**src/rtl/accum_xcel_launcher_pkg.sv**
```systemverilog
// Shared types and register map for the accumulator accelerator launcher.
package accum_xcel_pkg;

  typedef enum logic [1:0] {
    ST_IDLE,
    ST_START,
    ST_BUSY,
    ST_DONE
  } state_e;

  localparam logic [2:0] ADDR_SIZE   = 3'd0;
  localparam logic [2:0] ADDR_GO     = 3'd1;
  localparam logic [2:0] ADDR_STATUS = 3'd2;
  localparam logic [2:0] ADDR_RESULT = 3'd3;
  localparam logic [2:0] ADDR_CYCLES = 3'd4;

  localparam int BUSY_BIT = 0;
  localparam int DONE_BIT = 1;
  localparam int ERR_BIT  = 2;

endpackage

```
**src/rtl/accum_xcel_launcher_ctrl.sv**
```systemverilog
// Launch FSM: sequences IDLE/START/BUSY/DONE and owns go, busy, done and sticky err.
module accum_xcel_launcher_ctrl
  import accum_xcel_pkg::*;
(
  input  logic clk,
  input  logic rst,
  input  logic go_wr,
  input  logic size_wr,
  input  logic err_clr,
  input  logic size_zero,
  input  logic result_val,
  output logic go,
  output logic busy,
  output logic done,
  output logic err,
  output logic launch,
  output logic zero_launch,
  output logic capture
);

  state_e state_q, state_d;
  logic   go_q, go_d;
  logic   busy_q, busy_d;
  logic   done_q, done_d;
  logic   err_q, err_d;

  always_comb begin
    state_d     = state_q;
    err_d       = err_q;
    launch      = 1'b0;
    zero_launch = 1'b0;
    capture     = 1'b0;
    case (state_q)
      ST_IDLE, ST_DONE: begin
        if (go_wr) begin
          if (size_zero) begin
            state_d     = ST_DONE;
            zero_launch = 1'b1;
          end else begin
            state_d = ST_START;
            launch  = 1'b1;
          end
        end
      end
      ST_START: state_d = ST_BUSY;
      ST_BUSY: begin
        if (result_val) begin
          state_d = ST_DONE;
          capture = 1'b1;
        end
      end
      default: state_d = ST_IDLE;
    endcase
    // Command writes that would disturb a running job are dropped and flagged.
    if (busy_q && (go_wr || size_wr)) err_d = 1'b1;
    if (err_clr)                      err_d = 1'b0;
    go_d   = (state_d == ST_START);
    busy_d = (state_d == ST_START) || (state_d == ST_BUSY);
    done_d = (state_d == ST_DONE);
  end

  always_ff @(posedge clk) begin
    if (rst) begin
      state_q <= ST_IDLE;
      go_q    <= 1'b0;
      busy_q  <= 1'b0;
      done_q  <= 1'b0;
      err_q   <= 1'b0;
    end else begin
      state_q <= state_d;
      go_q    <= go_d;
      busy_q  <= busy_d;
      done_q  <= done_d;
      err_q   <= err_d;
    end
  end

  assign go   = go_q;
  assign busy = busy_q;
  assign done = done_q;
  assign err  = err_q;

endmodule

```
**src/rtl/accum_xcel_launcher.sv**
```systemverilog
// Processor-facing command/status registers for the accumulator accelerator.
// Optional run-cycle counter at address 4 enabled by ACCUM_XCEL_LAUNCHER_CYCLES_EN.
module accum_xcel_launcher
  import accum_xcel_pkg::*;
#(
  parameter int SIZE_W = 14,
  parameter int DATA_W = 32
) (
  input  logic              clk,
  input  logic              rst,
  input  logic              cmd_wen,
  input  logic [2:0]        cmd_addr,
  input  logic [DATA_W-1:0] cmd_wdata,
  output logic [DATA_W-1:0] cmd_rdata,
  output logic              go,
  output logic [SIZE_W-1:0] size,
  input  logic              result_val,
  input  logic [DATA_W-1:0] result
);

  logic [SIZE_W-1:0] size_q, size_d;
  logic [DATA_W-1:0] result_q, result_d;
  logic              go_wr, size_wr, err_clr;
  logic              busy, done, err, launch, zero_launch, capture;
  logic              unused_wdata;

  assign go_wr        = cmd_wen && (cmd_addr == ADDR_GO);
  assign size_wr      = cmd_wen && (cmd_addr == ADDR_SIZE);
  assign err_clr      = cmd_wen && (cmd_addr == ADDR_STATUS) && cmd_wdata[ERR_BIT];
  assign unused_wdata = ^cmd_wdata;

  accum_xcel_launcher_ctrl u_ctrl (
    .clk         (clk),
    .rst         (rst),
    .go_wr       (go_wr),
    .size_wr     (size_wr),
    .err_clr     (err_clr),
    .size_zero   (size_q == '0),
    .result_val  (result_val),
    .go          (go),
    .busy        (busy),
    .done        (done),
    .err         (err),
    .launch      (launch),
    .zero_launch (zero_launch),
    .capture     (capture)
  );

  always_comb begin
    size_d = size_q;
    if (size_wr && !busy) size_d = cmd_wdata[SIZE_W-1:0];
    result_d = result_q;
    if (capture)          result_d = result;
    else if (zero_launch) result_d = '0;
  end

  always_ff @(posedge clk) begin
    if (rst) begin
      size_q   <= '0;
      result_q <= '0;
    end else begin
      size_q   <= size_d;
      result_q <= result_d;
    end
  end

`ifdef ACCUM_XCEL_LAUNCHER_CYCLES_EN
  logic [31:0] cycles_q, cycles_d;

  // Counts START plus every BUSY cycle of the current job, saturating.
  always_comb begin
    cycles_d = cycles_q;
    if (launch)                       cycles_d = '0;
    else if (busy && cycles_q != '1)  cycles_d = cycles_q + 32'd1;
  end

  always_ff @(posedge clk) begin
    if (rst) cycles_q <= '0;
    else     cycles_q <= cycles_d;
  end
`else
  logic [31:0] cycles_q;
  logic        unused_launch;
  assign cycles_q      = '0;
  assign unused_launch = launch;
`endif

  always_comb begin
    cmd_rdata = '0;
    case (cmd_addr)
      ADDR_SIZE:   cmd_rdata = DATA_W'(size_q);
      ADDR_STATUS: begin
        cmd_rdata[BUSY_BIT] = busy;
        cmd_rdata[DONE_BIT] = done;
        cmd_rdata[ERR_BIT]  = err;
      end
      ADDR_RESULT: cmd_rdata = result_q;
      ADDR_CYCLES: cmd_rdata = DATA_W'(cycles_q);
      default:     cmd_rdata = '0;
    endcase
  end

  assign size = size_q;

endmodule

```
**config.mk**
```make
export PLATFORM = sky130hd
export DESIGN_NAME = accum_xcel_launcher
export DESIGN_NICKNAME = d
export VERILOG_FILES = /design/src/rtl/accum_xcel_launcher_pkg.sv /design/src/rtl/accum_xcel_launcher_ctrl.sv /design/src/rtl/accum_xcel_launcher.sv
export SDC_FILE = /design/constraint.sdc
export NUM_CORES = 1
export LEC_CHECK = 0
export CAP_MARGIN = 15
export CORE_MARGIN = 3
export CORE_UTILIZATION = 44
export CTS_CLUSTER_DIAMETER = 40
export DETAILED_ROUTE_END_ITERATION = 12
export PLACE_DENSITY = 0.84
export SYNTH_ARGS = -nofsm -noshare
export SYNTH_HDL_FRONTEND = slang
export SYNTH_HIERARCHICAL = 1
export SYNTH_SLANG_ARGS = --single-unit
```
**constraint.sdc**
```tcl
create_clock -name clk -period 6.1 [get_ports clk]
set_input_delay 1.83 -clock clk [delete_from_list [all_inputs] [get_ports clk]]
set_output_delay 1.83 -clock clk [all_outputs]
set_load 0.02 [all_outputs]
```
* Word-level counts from Yosys, hierarchy flattened
Cells that the tools add are included.
** Storage, ports and cells
- Register bits after elaboration :: 52
- Logic and storage cells :: 44
** Cells by class
- Equal/unequal tests :: 9
- Mux-type cells :: 13
- Reduce and logical (&&, ||, !) cells :: 15
** Operators by type and width (number)
- $mux 32 :: 2
- $pmux 29 s2 :: 1
- $logic_not 14->1 :: 1
- $pmux 3 s3 :: 1
- $eq 2x2->1 const B :: 4
- $eq 3x2->1 const B :: 2
- $logic_and 1x1->1 :: 6
- $mux 2 :: 3
- $pmux 2 s3 :: 1
- $mux 1 :: 5
- $eq 2x1->1 const B :: 2
- $reduce_or 2->1 :: 2
- $eq 3x1->1 const B :: 1
- $logic_not 3->1 :: 1
- $logic_not 2->1 :: 1
- $logic_or 1x1->1 :: 2
- $reduce_bool 2->1 :: 1
- $logic_not 1->1 :: 1

* Logic depth before layout (Yosys ltp)
- Word-level depth :: 6
- Depth in mapped cells :: 8

* Cells and area by module
The synthesis kept the hierarchy.
** Modules (own cells, without submodules)
- accum_xcel_launcher :: instances 1, cells an instance 260, area an instance 2247.2 µm²
- accum_xcel_launcher_ctrl :: instances 1, cells an instance 29, area an instance 259.0 µm²

* Worst setup path after synthesis
No wires, ideal clock.
- Path type :: in2out
- From :: input cmd_addr[0]
- To :: output cmd_rdata[14]
- Arrival :: 2.743 ns
- Required time :: 4.270 ns
- Slack :: 1.527 ns
- Stages :: 6
- Path buffers :: 3
- Cell sequence :: buf_6 nand2_1 nor2_1 buf_2 clkbuf_1 and2_1
** Between the ends
- Longest elaborated chain between the ends :: 2
- Elaborated cells between the ends (all ways) :: 3
- Those cells by class :: eq/ne: 1; mux: 1; reduce/logical: 1
** RTL lines
- start: declaration :: RTL line accum_xcel_launcher.sv:12 : input logic [2:0] cmd_addr,
- $eq 3x2->1 / $logic_not 3->1 (equally long branches) :: RTL line accum_xcel_launcher.sv:90 : case (cmd_addr)
- $pmux 29 s2 (*) :: RTL line accum_xcel_launcher.sv:90
- end: declaration :: RTL line accum_xcel_launcher.sv:14 : output logic [DATA_W-1:0] cmd_rdata,
Every way passes the cells marked *; elsewhere a longest branch is shown, timed or not.

* Final worst setup path
- From :: input cmd_addr[0]
- To :: output cmd_rdata[12]
The elaborated chain is that of the path after synthesis.

==> results.py <==
metrics = {
    "route": {
        "wl_per_cell_um": 14.4,
        "drt-total-wl_um": 6440,
        "post-route-drc-count": 0,
        "vias": 2279,
        "final_antenna_net_count": 0,
        "drt_pass1_iterations": 4,
        "viasPerCell": 5.11,
        "drt_iter0_markers": 90,
    },
    "setup_path": {
        "arrival_ns": 3.86,
        "crit_type": "in -> out",
        "worstSetupEndpointType": "primary output",
        "crit_path_start_kind": "input pin",
        "worstPathCellList": "clkdlybuf4s50_1 -> nor3_1 -> buf_4 -> a22o_1 -> clkdlybuf4s50_1",
        "cpMostUsedCell": "clkdlybuf4s50_1",
        "crit_fanout": 10,
        "slowest_delay_ns": 0.63,
        "slowest_stage": "clkdlybuf4s50_1",
        "reg2reg_setup_slack_ns": 3.56,
        "cp.required_ns": 4.27,
    },
    "placement": {
        "pre_cts_ws_ns": 0.403,
        "dp_hpwl_um": 4580,
        "place_congestion": 0.771,
        "port_buffers": 99,
    },
    "power_and_ir_drop": {
        "clock_power_share_pct": 22.0,
        "power_density_nw_per_um2": 235,
        "seqPwrFrac_pct": 48.2,
        "p_switching_w": 0.000257,
        "pwr-share-comb_pct": 29.8,
        "ir_drop_mv": 0.190,
        "leakage_nw": 1.32,
        "netSwitchingFraction_pct": 30.5,
        "p_int_w": 0.000587,
    },
    "sta": {
        "finalSetupViolations": 0,
        "worst_slew_margin_rel_pct": 27.7,
        "fin_crit_ns": 5.69,
        "worst_slack_ns": 0.413,
        "period_share_pct": 93.2,
        "rsz0062_at_grt": "no",
        "tightest_slew_ns": 1.08,
        "fin_worst_skew_ns": 0.00639,
        "fmax_ghz": 0.176,
        "setup_tns_ns": 0,
        "hold_viol": 0,
        "finalMaxSlewViolations": 0,
    },
    "die": {
        "die_h_um": 81.4,
        "fp-row-count": 26,
        "die_w_um": 81.4,
        "io_pins": 118,
        "die_area_um2": 6620,
        "core_um2": 5300,
        "start_util_pct": 47.1,
    },
    "clocking": {
        "clk_path_buf_depth": 2,
        "htreeDepth": 2,
        "cts_hold_buf": 0,
        "cts_resized": 0,
        "postCtsSetupRepairBufs": 0,
        "numCtsBuffers": 5,
        "cts_tree": "yes",
        "clk_latency_ns": 0.30,
        "cts-root-buf": "clkbuf_8",
        "path_clk_slew_ns": 0.09,
        "cts_sinks": 52,
    },
    "synthesis": {
        "avgSynthCellArea_um2": 8.71,
        "syn_inst": 287,
        "synth_nets": 360,
        "synth.cell_area_um2": 2500,
        "synth_warnings": 6,
    },
    "global_routing": {
        "grt_max_degree": 67,
        "grt_overflow": 0,
        "antenna_found_initial": 0,
        "grt_pass1_wl_um": 10300,
        "grt.total_usage_pct": 20.0,
        "grt_pass1_vias": 2127,
    },
    "final_layout": {
        "antenna_cells": 0,
        "area_growth_pct": 43.6,
        "drive_gt1_share_pct": 5.59,
        "nets": 449,
    },
    "run_status": {
        "outcome": "finished, final reports clean",
    },
    "hold_path": {
        "min_path_type": "reg -> reg",
    },
    "job": {
        "maxCapViolations": 0,
    },
}
worst max-delay path, delay by kind of cell:
family	cells	cell delay (ns)
compound gates	1	0.14
buf+inv	3	1.49
simple gates	1	0.39
flip-flops by register name (all words and copies together) (netlist names):
signal	count
result_q	32
size	14
u_ctrl/state_q	2
u_ctrl/busy	1
u_ctrl/done	1
u_ctrl/err	1
u_ctrl/go	1
cell usage in the layout, fill, tap and decap left out, drive strengths merged, types with 2 or more instances in the layout:
cell / count
mux2i: 14
inv: 2
nand2b: 29
ha: 2
a211oi: 2
a22oi: 3
clkdlybuf4s50: 98
and2: 19
nor3: 4
dfxtp: 52
buf: 7
nor3b: 33
nor4: 4
nand2: 3
a22o: 11
nor2b: 2
nor2: 42
mux2: 3
clkbuf: 6
a21oi: 34
through the flow:
step / total power (W) / std cells / hold WS, ns / area, um2 / util [%]
after floorplan: 0.000579 / 287 / 0.425 / 2500 / -
after global placement: 0.000657 / 439 / 0.450 / 3510 / 66.2
after detailed placement: 0.000668 / 439 / 0.455 / 3510 / 66.2
after CTS: 0.000852 / 446 / 0.470 / 3590 / 67.6
after global routing: 0.000899 / 446 / 0.512 / 3590 / 67.6
final: 0.000844 / 446 / 0.474 / 3590 / 67.6
routing by layer:
layer	part of all wire [%]	global-route usage (%)
met2	50	34.4
met5	0	0
met1	43	24.9
met3	5.8	4.10
met4	1.3	6.08
area by class of cell:
type / instances / area (um2)
clock buffer: 6 / 72.6
clock inverter: 1 / 5.00
fill: 449 / 1720
inverter: 2 / 7.51
multi-input combinational: 210 / 1340
sequential: 52 / 1040
tap: 70 / 87.6
timing repair buffer: 105 / 1030
final timing paths:
kind,to,cells after the start,from
worst min-delay path,u_ctrl/err,2,u_ctrl/err
worst min register to register,u_ctrl/err,2,u_ctrl/err
worst max register to register,result_q[26],7,size[0]
worst max-delay path,cmd_rdata[12],5,cmd_addr[0]
power groups by stage:
stage / Sequential, W / Clock, W / Combinational (W)
floorplan: 0.000415 / 0 / 0.000164
global placement: 0.000413 / 0 / 0.000244
detailed placement: 0.000415 / 0 / 0.000253
CTS: 0.000407 / 0.000191 / 0.000254
global route: 0.000413 / 0.000205 / 0.000280
finish: 0.000407 / 0.000186 / 0.000251
(Power assumes the default switching activity.)
